--- src/rtl/fifo_ctrl8_if.sv ---
// Handshake/status bundle between a FIFO requester and the fifo_ctrl8 controller.
interface fifo_ctrl8_if;
  logic       wr_req;
  logic       rd_req;
  logic [7:0] wr_load;
  logic [2:0] rd_sel;
  logic       wr_ack;
  logic       rd_ack;
  logic       wr_err;
  logic       rd_err;
  logic       full;
  logic       empty;
  logic [3:0] count;

  modport master (
    output wr_req, rd_req,
    input  wr_load, rd_sel, wr_ack, rd_ack, wr_err, rd_err, full, empty, count
  );

  modport slave (
    input  wr_req, rd_req,
    output wr_load, rd_sel, wr_ack, rd_ack, wr_err, rd_err, full, empty, count
  );
endinterface

--- src/rtl/fifo_ctrl8.sv ---
// 8-entry FIFO controller driving an external 8 x 4-bit register datapath.
// Optional macro FIFO_CTRL8_SIMUL_RW_EN: accept a write and a read in the same cycle.
module fifo_ctrl8 (
  input  logic         clk,
  input  logic         reset,
  fifo_ctrl8_if.slave  bus
);

  typedef enum logic [2:0] {
    ST_INIT,
    ST_IDLE,
    ST_WRITE,
    ST_WR_ERR,
    ST_READ,
    ST_RD_ERR
`ifdef FIFO_CTRL8_SIMUL_RW_EN
    , ST_WR_RD
`endif
  } state_t;

  state_t     state_q, state_d;
  logic [2:0] head_q, head_d;
  logic [2:0] tail_q, tail_d;
  logic [3:0] count_q, count_d;
  logic [2:0] rd_sel_q, rd_sel_d;
  logic       wr_acc, rd_acc;
  logic       full_c, empty_c;

  assign full_c  = (count_q == 4'd8);
  assign empty_c = (count_q == 4'd0);

  always_ff @(posedge clk or posedge reset) begin
    if (reset) begin
      state_q  <= ST_INIT;
      head_q   <= 3'd0;
      tail_q   <= 3'd0;
      count_q  <= 4'd0;
      rd_sel_q <= 3'd0;
    end else begin
      state_q  <= state_d;
      head_q   <= head_d;
      tail_q   <= tail_d;
      count_q  <= count_d;
      rd_sel_q <= rd_sel_d;
    end
  end

  always_comb begin
    state_d  = ST_IDLE;
    head_d   = head_q;
    tail_d   = tail_q;
    rd_sel_d = rd_sel_q;
    wr_acc   = 1'b0;
    rd_acc   = 1'b0;
`ifdef FIFO_CTRL8_SIMUL_RW_EN
    if (bus.wr_req && bus.rd_req) begin
      if (empty_c) begin
        wr_acc  = 1'b1;
        state_d = ST_WRITE;
      end else if (full_c) begin
        rd_acc  = 1'b1;
        state_d = ST_READ;
      end else begin
        wr_acc  = 1'b1;
        rd_acc  = 1'b1;
        state_d = ST_WR_RD;
      end
    end else
`endif
    // Without simultaneous support a pending read wins and the write is simply dropped.
    if (bus.rd_req) begin
      if (!empty_c) begin
        rd_acc  = 1'b1;
        state_d = ST_READ;
      end else begin
        state_d = ST_RD_ERR;
      end
    end else if (bus.wr_req) begin
      if (!full_c) begin
        wr_acc  = 1'b1;
        state_d = ST_WRITE;
      end else begin
        state_d = ST_WR_ERR;
      end
    end
    if (wr_acc) tail_d = tail_q + 3'd1;
    if (rd_acc) begin
      head_d   = head_q + 3'd1;
      rd_sel_d = head_q;
    end
    count_d = count_q + {3'b000, wr_acc} - {3'b000, rd_acc};
  end

  always_comb begin
    bus.wr_ack = 1'b0;
    bus.rd_ack = 1'b0;
    bus.wr_err = 1'b0;
    bus.rd_err = 1'b0;
    case (state_q)
      ST_WRITE:  bus.wr_ack = 1'b1;
      ST_WR_ERR: bus.wr_err = 1'b1;
      ST_READ:   bus.rd_ack = 1'b1;
      ST_RD_ERR: bus.rd_err = 1'b1;
`ifdef FIFO_CTRL8_SIMUL_RW_EN
      ST_WR_RD: begin
        bus.wr_ack = 1'b1;
        bus.rd_ack = 1'b1;
      end
`endif
      default: ;
    endcase
    // Requests are ignored while reset is held, so no load strobe may escape.
    bus.wr_load = (wr_acc && !reset) ? (8'b0000_0001 << tail_q) : 8'b0000_0000;
  end

  assign bus.rd_sel = rd_sel_q;
  assign bus.count  = count_q;
  assign bus.full   = full_c;
  assign bus.empty  = empty_c;

endmodule

--- src/flat_wrapper.sv ---
// flat-port wrapper written by rule: the top's interface ports become plain ports
module fifo_ctrl8_flat 
  (clk, reset, bus_wr_req, bus_rd_req, bus_wr_load, bus_rd_sel, bus_wr_ack, bus_rd_ack, bus_wr_err, bus_rd_err, bus_full, bus_empty, bus_count);
  fifo_ctrl8_if bus_i ();
  input  logic clk;
  input  logic reset;
  input wire logic [$bits(bus_i.wr_req)-1:0] bus_wr_req;
  input wire logic [$bits(bus_i.rd_req)-1:0] bus_rd_req;
  output wire logic [$bits(bus_i.wr_load)-1:0] bus_wr_load;
  output wire logic [$bits(bus_i.rd_sel)-1:0] bus_rd_sel;
  output wire logic [$bits(bus_i.wr_ack)-1:0] bus_wr_ack;
  output wire logic [$bits(bus_i.rd_ack)-1:0] bus_rd_ack;
  output wire logic [$bits(bus_i.wr_err)-1:0] bus_wr_err;
  output wire logic [$bits(bus_i.rd_err)-1:0] bus_rd_err;
  output wire logic [$bits(bus_i.full)-1:0] bus_full;
  output wire logic [$bits(bus_i.empty)-1:0] bus_empty;
  output wire logic [$bits(bus_i.count)-1:0] bus_count;
  assign bus_i.wr_req = bus_wr_req;
  assign bus_i.rd_req = bus_rd_req;
  assign bus_wr_load = bus_i.wr_load;
  assign bus_rd_sel = bus_i.rd_sel;
  assign bus_wr_ack = bus_i.wr_ack;
  assign bus_rd_ack = bus_i.rd_ack;
  assign bus_wr_err = bus_i.wr_err;
  assign bus_rd_err = bus_i.rd_err;
  assign bus_full = bus_i.full;
  assign bus_empty = bus_i.empty;
  assign bus_count = bus_i.count;
  fifo_ctrl8 u_core (.clk(clk), .reset(reset), .bus(bus_i));
endmodule
--- config.mk ---
export PLATFORM = sky130hd
export DESIGN_NAME = fifo_ctrl8_flat
export DESIGN_NICKNAME = d
export VERILOG_FILES = /design/src/rtl/fifo_ctrl8_if.sv /design/src/rtl/fifo_ctrl8.sv /design/src/flat_wrapper.sv
export SDC_FILE = /design/constraint.sdc
export NUM_CORES = 1
export LEC_CHECK = 0
export CORE_UTILIZATION = 44
export CTS_BUF_LIST = sky130_fd_sc_hd__clkbuf_8
export CTS_CLUSTER_SIZE = 16
export DETAILED_ROUTE_END_ITERATION = 10
export PLACE_DENSITY = 0.77
export SLEW_MARGIN = 20
export SYNTH_ARGS = -nofsm -noshare
export SYNTH_HDL_FRONTEND = slang
export SYNTH_SLANG_ARGS = --single-unit
--- constraint.sdc ---
create_clock -name clk -period 1.9 [get_ports clk]
set_input_delay 0.285 -clock clk [delete_from_list [all_inputs] [get_ports clk]]
set_output_delay 0.285 -clock clk [all_outputs]
set_load 0.005 [all_outputs]
==> impl_metrics.tcl <==
set metrics [dict create \
    status "finished with violations" \
    violations "negative setup slack" \
    yosys_register_bits 16 \
    num_rows 16 \
    p_int_mw 1.40 \
    syn_to_final_growth_pct 65.5 \
    initial_core_util_pct 46.9 \
    gp_congestion 0.670 \
    period_share_pct 116 \
    cp_max_fo 3 \
    die_h_um 47.8 \
    postSynthCellCount 78 \
    clock_skew_ns 0.000445 \
    wl_per_cell_um 15.5 \
    first_global_vias 793 \
    grt_pass1_wl_mm 3.45 \
    clock_latency_ns 0.25 \
    num-fill-cells 133 \
    dieArea_mm2 0.00228 \
    syn_nets 96 \
    clock-root-buffer "clkbuf_8" \
    cts_max_level 1 \
    cts_tree "built" \
    p_sw_uw 791 \
    hold_buffers 0 \
    crit_path_top_delay_cell "fa_2" \
    async_flop_share_pct 100 \
    rrSetupSlack_ns -0.30 \
    power_frac_clock_pct 13.7 \
    synthFlopType "dfrtp_1" \
    synth-warning-count 0 \
    cp_num_buf_inv 5 \
    worst_pin_slew_ns 0.623 \
    hold_path.class "flip-flop to flip-flop" \
    pwr-share-comb_pct 56.0 \
    syn_avg_cell_area_um2 11.8 \
    first_pass_iters 4 \
    clk_transition_reported_paths_ns 0.06 \
    grt_remaining_overflow 0 \
    rsz0062_at_grt "true" \
    switching_share_pct 36.0 \
    rr_worst_depth 11 \
    pwr-share-seq_pct 30.3 \
    crit_chain "inv_2 > ha_4 > nor3b_4 > nand2b_4 > inv_4 > ha_4 > inv_2 > ha_4 > inv_2 > fa_2 > inv_2" \
    final-seq-area_um2 402 \
    num_vias 752 \
    setup_viol_count_final 8 \
    syn-cell-area_um2 921 \
    fmax_mhz 454 \
    min_period_ns 2.20 \
    grtUsageTotal_pct 22.6 \
    final_layout_size_suffix_gt1_share_pct 48.4 \
    antenna_found_initial 0 \
    dp_hpwl_mm 1.42 \
    final-instance-count-excl-fill 155 \
    max_cap_violations 0 \
    power.density_mw_per_mm2 1440 \
    crit_arrival_ns 2.35 \
    path_depth 11 \
    core_mm2 0.00196 \
    crit_path_end_kind "flip-flop" \
    worst-setup-path-type "flip-flop to flip-flop" \
    cpMostUsedCell "inv_2" \
    diodes 0 \
    wirelength_mm 2.40 \
    synth_edf_count 0 \
    worstHoldPathCells 1 \
    die_w_um 47.8 \
    drtAntennaViolNets 0 \
    numClockSinks 16 \
    drt_iter0_drc 14 \
    required_ns 2.05 \
    io_buffers 24 \
    dp.cells 141 \
    multiInputGateArea_um2 576 \
    utilization_pct 77.7 \
    drc 0 \
    relSlewSlack_pct 58.4 \
    ys_types 24 \
    irDropWorstVdd_uv 1150 \
    post-place-ws_ns -0.280 \
    cpLargestDelayFamily "adder cells" \
    crit_path_max_incr_delay_ns 0.53 \
    setup_slack_ns -0.300 \
    grt_max_degree 17 \
    ys_seq_area_share_pct 43.5 \
    slew_viol_final 0 \
    ioPinCount 25 \
    crit_path_start_kind "flip-flop" \
    layout.nets 147 \
    clock_path_buffers 2 \
    cts_buffers 3 \
    via_per_inst 4.85 \
    leakagePower_nw 0.758 \
    finalHoldViolCount 0 \
]
==> final cells by class <==
class	count	share of cell area (%)
multi-input combinational	48	37.8
timing repair buffer	46	26.4
sequential	16	26.4
clock buffer	4	3.61
tap	27	2.22
inverter	14	3.61
==> per-layer routing <==
layer	global-route usage (%)	share of wire (%)	vias to the layer above	wire length, um
li1	-	-	350	-
met3	4.15	3.2	4	76
met2	45.1	57	20	1370
met1	22.8	39	378	941
met5	0	0	-	0
met4	7.78	0.71	0	17
==> what timing repair did <==
action | CTS | global route
buffers inserted | 9 | 1
resized for setup | 36 | 15
endpoints found under the setup margin | 13 | 11
hold endpoints to repair | 0 | 0
pin swaps | 10 | 6
==> cell usage after synthesis, types with 2 or more instances <==
library cell  count  share of area, %
ha_1             13                18
and3_1            6               4.1
xnor2_1           3               2.9
nor3b_1           2               1.6
mux2_2            2               2.4
nor3b_2           2               2.7
dfrtp_1          16                43
nor2_1            2              0.82
mux2_4            2               3.3
and2_1            2               1.4
xor2_1            2               1.9
inv_1            13               5.3
and3b_1           2               1.9
==> power groups by stage <==
stage	clock network, mW	registers, mW	logic (mW)
floorplan	0	0.639	0.587
global placement	0	0.630	0.999
global route	0.324	0.684	1.36
detailed placement	0	0.639	1.05
CTS	0.306	0.649	1.12
finish	0.301	0.665	1.23
==> metrics by stage <==
| step | hold WS, ns | cell area [um^2] | setup TNS [ns] | total power, mW |
|---|---|---|---|---|
| finish | 0.476 | 1520 | -1.34 | 2.19 |
| global route | 0.498 | 1520 | -1.83 | 2.37 |
| CTS | 0.482 | 1490 | -0.986 | 2.08 |
| detailed placement | 0.454 | 1340 | -2.35 | 1.69 |
| global placement | 0.454 | 1340 | -1.87 | 1.63 |
| floorplan | 0.199 | 973 | -0.320 | 1.23 |
==> worst reg2reg max path, cell delays in order (launching register included) <==
cell and delay, ns:
dfrtp_1 0.40, inv_2 0.12, ha_4 0.14, nor3b_4 0.22
nand2b_4 0.18, inv_4 0.04, ha_4 0.21, inv_2 0.06
ha_4 0.13, inv_2 0.03, fa_2 0.53, inv_2 0.04
==> cell families (layout without fill, tap and decap cells) <==
| logic type | Yosys count | after routing | synth area share (%) |
|---|---|---|---|
| buf+inv | 14 | 64 | 5.71 |
| mux | 6 | 6 | 8.02 |
| fa+ha+maj | 14 | 14 | 19.8 |
| xor+xnor | 5 | 5 | 4.76 |
| flops | 16 | 16 | 43.5 |
| simple gates | 21 | 21 | 16.8 |
| compound gates | 2 | 2 | 1.36 |
==> cell usage in the layout (no fill, tap or decap), types with 3 or more instances in the layout <==
cell / n
buf_4: 18
buf_6: 8
inv_2: 6
xnor2_1: 3
clkbuf_2: 3
and3_4: 4
ha_4: 5
clkbuf_8: 4
inv_1: 7
ha_1: 8
clkdlybuf4s50_1: 14
dfrtp_1: 15
==> flip-flops by register name, indices dropped and copies added (netlist names) <==
| name | cells |
|---|---|
| u_core.bus.count | 4 |
| u_core.bus.rd_sel | 3 |
| u_core.head_q | 3 |
| u_core.state_q | 3 |
| u_core.tail_q | 3 |
==> worst paths after layout <==
kind,from,endpoint
max,u_core.bus.count[2]$_DFF_PP0_,u_core.bus.count[1]$_DFF_PP0_
min reg2reg,u_core.head_q[2]$_DFFE_PP0P_,u_core.head_q[2]$_DFFE_PP0P_
min in group asynchronous,reset,u_core.state_q[1]$_DFF_PP0_
max reg2reg,u_core.bus.count[2]$_DFF_PP0_,u_core.bus.count[1]$_DFF_PP0_
max in group asynchronous,reset,u_core.bus.count[3]$_DFF_PP0_
min,u_core.head_q[2]$_DFFE_PP0P_,u_core.head_q[2]$_DFFE_PP0P_
(Power assumes the default switching activity.)
